--- src/rtl/pdm_decimator.sv ---
// PDM-to-PCM decimator: 3rd-order CIC with power-of-two ratio, 3-event warm-up,
// and a single-entry valid/ready output register with sticky overrun flag.
module pdm_decimator #(
  parameter int LOG2_DECIM = 6,
  parameter int OUT_W      = 16,
  parameter int ACC_W      = 3*LOG2_DECIM+1
) (
  input  logic             clk,
  input  logic             reset,
  input  logic             pdm_ce,
  input  logic             pdm_in,
  output logic [OUT_W-1:0] sample_out,
  output logic             sample_valid,
  input  logic             sample_ready,
  output logic             overrun
);

  localparam int SHIFT = 3*LOG2_DECIM - OUT_W;
  localparam logic [LOG2_DECIM-1:0] DEC_ONE  = {{(LOG2_DECIM-1){1'b0}}, 1'b1};
  localparam logic [LOG2_DECIM-1:0] DEC_LAST = '1;
  localparam logic [1:0]            WARM_DONE = 2'd3;

  logic [ACC_W-1:0]      r_i1, r_i2, r_i3;
  logic [ACC_W-1:0]      r_d1, r_d2, r_d3;
  logic [LOG2_DECIM-1:0] r_dec_cnt;
  logic [1:0]            r_warm_cnt;
  logic [OUT_W-1:0]      r_sample;
  logic                  r_valid;
  logic                  r_overrun;

  logic [ACC_W-1:0] w_i1_next, w_i2_next, w_i3_next;
  logic [ACC_W-1:0] w_c1, w_c2, w_c3, w_scaled;
  logic [OUT_W-1:0] w_y;
  logic             w_dec_evt;
  logic             w_produce;

  // Integrators chain through the freshly updated previous stage; wrap is intended.
  always_comb begin
    w_i1_next = r_i1 + {{(ACC_W-1){1'b0}}, pdm_in};
    w_i2_next = r_i2 + w_i1_next;
    w_i3_next = r_i3 + w_i2_next;
    w_c1      = w_i3_next - r_d1;
    w_c2      = w_c1 - r_d2;
    w_c3      = w_c2 - r_d3;
    w_scaled  = w_c3 >> SHIFT;
    w_y       = (|w_scaled[ACC_W-1:OUT_W]) ? '1 : w_scaled[OUT_W-1:0];
    w_dec_evt = pdm_ce && (r_dec_cnt == DEC_LAST);
    w_produce = w_dec_evt && (r_warm_cnt == WARM_DONE);
  end

  always_ff @(posedge clk) begin
    if (reset) begin
      r_i1       <= '0;
      r_i2       <= '0;
      r_i3       <= '0;
      r_d1       <= '0;
      r_d2       <= '0;
      r_d3       <= '0;
      r_dec_cnt  <= '0;
      r_warm_cnt <= '0;
      r_sample   <= '0;
      r_valid    <= 1'b0;
      r_overrun  <= 1'b0;
    end else begin
      if (pdm_ce) begin
        r_i1      <= w_i1_next;
        r_i2      <= w_i2_next;
        r_i3      <= w_i3_next;
        r_dec_cnt <= r_dec_cnt + DEC_ONE;
      end
      if (w_dec_evt) begin
        r_d1 <= w_i3_next;
        r_d2 <= w_c1;
        r_d3 <= w_c2;
        if (r_warm_cnt != WARM_DONE)
          r_warm_cnt <= r_warm_cnt + 2'd1;
      end
      // A slot frees up when empty or when the held sample is consumed this cycle.
      if (w_produce && (!r_valid || sample_ready)) begin
        r_sample <= w_y;
        r_valid  <= 1'b1;
      end else if (w_produce) begin
        r_overrun <= 1'b1;
      end else if (r_valid && sample_ready) begin
        r_valid <= 1'b0;
      end
    end
  end

  assign sample_out   = r_sample;
  assign sample_valid = r_valid;
  assign overrun      = r_overrun;

endmodule

--- config.mk ---
export PLATFORM = sky130hd
export DESIGN_NAME = pdm_decimator
export DESIGN_NICKNAME = d
export VERILOG_FILES = /design/src/rtl/pdm_decimator.sv
export SDC_FILE = /design/constraint.sdc
export NUM_CORES = 1
export LEC_CHECK = 0
export CAP_MARGIN = 20
export CORE_UTILIZATION = 40
export DETAILED_ROUTE_END_ITERATION = 10
export GPL_TIMING_DRIVEN = 1
export SYNTH_ARGS = -nofsm -noshare
export SYNTH_HDL_FRONTEND = slang
export SYNTH_SLANG_ARGS = --single-unit
--- constraint.sdc ---
create_clock -name clk -period 18.8 [get_ports clk]
set_clock_uncertainty 0.2 [all_clocks]
set_input_delay 1.88 -clock clk [delete_from_list [all_inputs] [get_ports clk]]
set_output_delay 1.88 -clock clk [all_outputs]
set_load 0.1 [all_outputs]
# [Word-level counts from Yosys, hierarchy flattened]
# Cells that the tools add are included.
[op_classes] add_sub_neg=8 muxes=4 eq_ne=4 n_reduce_logical=10 bitwise=1
[op_table] cell="subtractor 19 bit" n=3
[op_table] cell="adder 19 bit" n=2
[op_table] cell="adder 19 x 1 -> 19 bit" n=1
[op_table] cell="2-to-1 mux 16 bit" n=1
[op_table] cell="adder 6 x 1 -> 6 bit (second input constant)" n=1
[op_table] cell="== test 6 bit (second input constant)" n=1
[op_table] cell="AND reduction 2 bit" n=3
[op_table] cell="logical AND 1 bit" n=4
[op_table] cell="2-to-1 mux 1 bit" n=3
[op_table] cell="adder 2 x 1 -> 2 bit (second input constant)" n=1
[op_table] cell="== test 2 bit (second input constant)" n=1
[op_table] cell="inequality test 2 x 1 -> 1 bit (second input constant)" n=1
[op_table] cell="inequality test 2 bit (second input constant)" n=1
[op_table] cell="nonzero test 2 bit" n=1
[op_table] cell="zero test 1 bit" n=1
[op_table] cell="logical OR 1 bit" n=1
[op_table] cell="NOT 1 bit" n=1
[totals] in_bits=5 ff_bits=140 out_inout_bits=18 wordCells=38

# [Depth between registers and ports, before layout]
[logic_depth] depth_word=7 mapped_depth=40 mapped_depth_nobuf=39

# [Worst setup path after synthesis]
# Ideal clock, no wire load.
[synth_timing] kind="input -> register" start="input pdm_in" end="register r_sample[10], in the netlist sample_out[10]" setup_time_ps=75 path_buffers=1 t_required_ps=18525 setup_slack_ps=9710 stages=35 arrival_ps=8815 cell_sequence="ha_1 > ha_1 > fa_1 > a211oi_2 > o21bai_1 > a21oi_1 > xnor2_1 > ha_1 > or3_1 > o211ai_1 > nand2_1 > xnor2_1 > ha_1 > o2111ai_1 > a31o_2 > and2_1 > xnor2_1 > ha_1 > nand3_1 > a211oi_1 > or3_1 > a21oi_1 > xnor2_1 > ha_1 > and2_1 > nand4_1 > a21oi_1 > a221o_1 > o2111ai_1 > a21boi_1 > o41ai_2 > xnor2_1 > xnor3_2 > buf_6 > a31oi_1"
[synth_via] elab_chain_len=7
[synth_rtl] element="from (decl)" line="11" rtl="input logic pdm_in,"
[synth_rtl] element="adder 19 x 1 -> 19 bit" line="39" rtl="w_i1_next = r_i1 + {{(ACC_W-1){1'b0}}, pdm_in};"
[synth_rtl] element="adder 19 bit" line="40" rtl="w_i2_next = r_i2 + w_i1_next;"
[synth_rtl] element="named net w_i2_next[6]" line="31" rtl="logic [ACC_W-1:0] w_i1_next, w_i2_next, w_i3_next;"
[synth_rtl] element="adder 19 bit" line="41" rtl="w_i3_next = r_i3 + w_i2_next;"
[synth_rtl] element="named net w_i3_next[8]" line="31"
[synth_rtl] element="subtractor 19 bit" line="42" rtl="w_c1 = w_i3_next - r_d1;"
[synth_rtl] element="named net w_c1[9]" line="32" rtl="logic [ACC_W-1:0] w_c1, w_c2, w_c3, w_scaled;"
[synth_rtl] element="subtractor 19 bit" line="43" rtl="w_c2 = w_c1 - r_d2;"
[synth_rtl] element="named net w_c2[11]" line="32"
[synth_rtl] element="subtractor 19 bit" line="44" rtl="w_c3 = w_c2 - r_d3;"
[synth_rtl] element="2-to-1 mux 16 bit" line="46" rtl="w_y = (|w_scaled[ACC_W-1:OUT_W]) ? '1 : w_scaled[OUT_W-1:0];"
[synth_rtl] element="to (signal assigned)" line="80" rtl="r_sample <= w_y;"
[synth_rtl] element="to (decl)" line="27" rtl="logic [OUT_W-1:0] r_sample;"
# The timed path passes the listed nets, and every way through them passes these cells.
# A chain may end at the register's enable or synchronous reset.

# [Worst setup path in the final report]
[layout_timing] start="input pdm_in" end="register r_sample[15], in the netlist sample_out[15]"
[layout_via] elab_chain_len=7
[layout_rtl] element="adder 19 x 1 -> 19 bit" line="39"
[layout_rtl] element="named net w_i1_next[0]" line="31"
[layout_rtl] element="adder 19 bit" line="40"
[layout_rtl] element="named net w_i2_next[6]" line="31"
[layout_rtl] element="adder 19 bit" line="41"
[layout_rtl] element="named net w_i3_next[8]" line="31"
[layout_rtl] element="subtractor 19 bit" line="42"
[layout_rtl] element="named net w_c1[9]" line="32"
[layout_rtl] element="subtractor 19 bit" line="43"
[layout_rtl] element="named net w_c2[11]" line="32"
[layout_rtl] element="subtractor 19 bit" line="44"
[layout_rtl] element="2-to-1 mux 16 bit" line="46"
# The timed path passes the listed nets, and every way through them passes these cells.

==> metrics.txt <==
most common cell after layout, fill and taps aside=dfxtp_1; number of optimization iterations in the first detailed-route pass=5; Worst Max-Slew Pin Slew=984 ps; via count of the first global-routing pass=7,023; Highest Clock Rate=0.101 GHz; wire length after detailed routing=18,400 um; setup total negative slack=0 ps; Placed Instance Area=9840 um2; maximum fanout along the worst path=16; maximum number of pins on one net before global-route repair=75; Hold Path End=r_d1[8]; net switching component of the power=~690 uW; fraction of the cycle the final worst path needs=0.527; area taken by flip-flops and latches=2800 um2; number of buffers created by CTS=17; part of the total power dissipated in the clock network=0.205; Slew Viols, Final=0; Min-Delay Path Class=register to register; post-cts resize count=0; Worst setup SP type=input pin; cell-internal power=919 uW; final estimated routing congestion in global placement=0.825; total global routing overflow=0; vias post-DR=7,467; IO buf count=22; number of instances on the worst hold path=2; worst-skew pair later-pin latency=420 ps; layout cells sized above 1=0.0577; count of clock tree sinks=140; DRT antenna net count=0; clock tree from TritonCTS=built; cell leakage power=between 4 and 5 nW; Util after Layout=0.457; dominant cell type by count on the critical path=ha_1; H-tree depth=4; starting DRC count in detailed routing=272; sequential cell area fraction in the yosys report=0.300; RSZ-0062 raised after global routing=no; Min-Delay Startpoint=r_d1[8]; Max stage delay cell, worst path=xnor3_2; Register-to-Register Path Depth=34; share of total power consumed by net switching=0.429; flops & latches, synth=140; nature of the critical path endpoint=register; Final Hold Fails=0; drc violations=0; die height=155 um; number of cells after detailed placement=1,459; gr usage total=0.162; count of filler cells inserted in the layout=2,305; Layout area overhead=11.4%; antenna fix cells=0; most frequent cells in the layout=dfxtp_1 (140), nand2_1 (135), nor2_1 (121), ha_1 (97), a21oi_1 (95); placement row count=55; clock slew at reported path FFs=60 ps; result of the run=finished clean; endpoint of the lowest-slack register-to-register path=sample_out[15]; average cell area after synthesis=8.06 um2; final design instance area without fill=10,400 um2; max-slew headroom at the worst pin=0.342; PwrDens=155 nW/um2; root buffer selected by CTS=clkbuf_16; Max IR drop VDD=0.000112 V; global-route wire length before repair=32,200 um; CP peak stage delay=600 ps; Max Cap Viol=0; post-route non-filler standard cell count=1,491; number of synthesized flops with an enable pin=0; initial antenna violation count=0; number of nets produced by synthesis=1,267; Syn Inst Count=approximately 1,200; area of the core=22,800 um2; total die area=24,000 um2; Final HPWL DP=12,900 um; distinct cell type count after synthesis=66; starting density of the core=0.411; multi-input logic area=between 6000 and 7000 um2; Post-CTS Repair Setup Buffers=0; hold slack final=251 ps; final layout net count=1,271; Crit path required time=18,930 ps; synthesized area=between 9000 and 10,000 um2; Async S/R FF share, synth=0; number of hold buffers added after cts=0; minimum setup slack among reg-to-reg paths=10,500 ps; startpoint of the worst-slack reg-to-reg timing path=r_i1[0]; Worst Setup Path Type=input pin to register; Die Span X=155 um; Routed wire per std cell=12.3 um; arrival time at the worst endpoint=10,030 ps; via-per-instance ratio=5.01; endpoints failing setup=0; combinational power share=0.608; most used flip-flop cell after synthesis=dfxtp_1; maximum count of clock buffers along a single path=2; Boundary Pins=23; proportion of power drawn by flip-flops and latches=0.188; final critical-path required period=9900 ps; count of yosys warnings during synthesis=0
## cell usage after synthesis, types with 3 or more instances
| master | instances | share of area |
|---|---|---|
| a211oi_1 | 18 | 0.014 |
| a21boi_0 | 5 | 0.0040 |
| a21o_1 | 12 | 0.0096 |
| a21oi_1 | 95 | 0.051 |
| a21oi_2 | 3 | 0.0028 |
| a31o_2 | 3 | 0.0028 |
| a31oi_1 | 19 | 0.013 |
| and2_1 | 4 | 0.0027 |
| and3_1 | 15 | 0.010 |
| and3_4 | 3 | 0.0036 |
| buf_1 | 8 | 0.0032 |
| clkbuf_1 | 33 | 0.013 |
| dfxtp_1 | 140 | 0.30 |
| fa_1 | 4 | 0.0086 |
| ha_1 | 97 | 0.13 |
| inv_1 | 84 | 0.034 |
| mux2i_1 | 33 | 0.035 |
| nand2_1 | 135 | 0.054 |
| nand2b_1 | 12 | 0.0080 |
| nand3_1 | 25 | 0.013 |
| nand4_1 | 8 | 0.0053 |
| nor2_1 | 121 | 0.049 |
| nor2b_1 | 11 | 0.0074 |
| nor3_1 | 18 | 0.0096 |
| o2111ai_1 | 4 | 0.0037 |
| o211ai_1 | 8 | 0.0064 |
| o21a_1 | 7 | 0.0056 |
| o21ai_0 | 52 | 0.028 |
| o21ai_1 | 3 | 0.0016 |
| o21bai_1 | 7 | 0.0056 |
| or2_2 | 3 | 0.0020 |
| or3_1 | 14 | 0.0094 |
| xnor2_1 | 60 | 0.056 |
| xnor3_2 | 3 | 0.0076 |
| xor2_1 | 55 | 0.051 |
## area by class of cell
| class | count | share of cell area |
|---|---|---|
| Timing Repair Buffer | 27 | 0.0240 |
| Sequential cell | 140 | 0.269 |
| Clock buffer | 20 | 0.0448 |
| Inverter | 85 | 0.0306 |
| Multi-Input combinational cell | 894 | 0.583 |
| Clock inverter | 12 | 0.0108 |
| Tap cell | 313 | 0.0376 |
## power by group through the flow
stage	clock (mW)	combinational, mW	sequential (mW)
final	0.329	0.978	0.302
after global routing	0.354	1.11	0.303
after floorplan	0	0.821	0.308
after detailed placement	0	0.983	0.309
after CTS	0.339	0.987	0.302
after global placement	0	0.976	0.309
## per-layer routing
metal	share of wire	GRT usage
met5	0	0
met2	0.46	0.286
met1	0.51	0.202
met3	0.020	0.0337
met4	0.0073	0.0363
## flip-flops by register name, summed over array words and instances (netlist names), 2 cells and up
name / cells
r_d1: 19
r_d3: 19
r_i1: 19
r_d2: 19
sample_out: 16
r_warm_cnt: 2
r_i2: 19
r_i3: 19
r_dec_cnt: 6
## metrics by stage
step,worst slack (ps),power (mW)
6_report,8900,1.61
5_1_grt,8250,1.76
4_1_cts,8840,1.63
3_5_place_dp,8440,1.29
3_3_place_gp,8540,1.29
2_1_floorplan,9710,1.13
## worst max path at each step
stage / slack (ps) / endpoint / from / cells after the start
2_1_floorplan: 9710 / sample_out[10] / pdm_in / 35
3_3_place_gp: 8540 / sample_out[15] / pdm_in / 35
3_5_place_dp: 8440 / sample_out[15] / pdm_in / 35
4_1_cts: 8840 / sample_out[15] / pdm_in / 37
5_1_grt: 8250 / sample_out[15] / pdm_in / 37
6_report: 8900 / sample_out[15] / pdm_in / 35
## worst max-delay path: cells and delay by family
family / cells / cell delay, ps
AOI/OAI and AO/OA: 14 / 2930
xor gates and xnor gates: 6 / 1380
and+or+nand+nor: 7 / 1110
buffers and inverters: 1 / 440
adders and majority gates: 7 / 2280
## cell families after synthesis
family          synth area share
compound gates             0.176
xor+xnor                   0.115
fa+ha+maj                  0.138
buf+inv                   0.0518
flops                      0.300
mux                       0.0353
simple gates               0.183
Power figures use the tool's default switching activity.
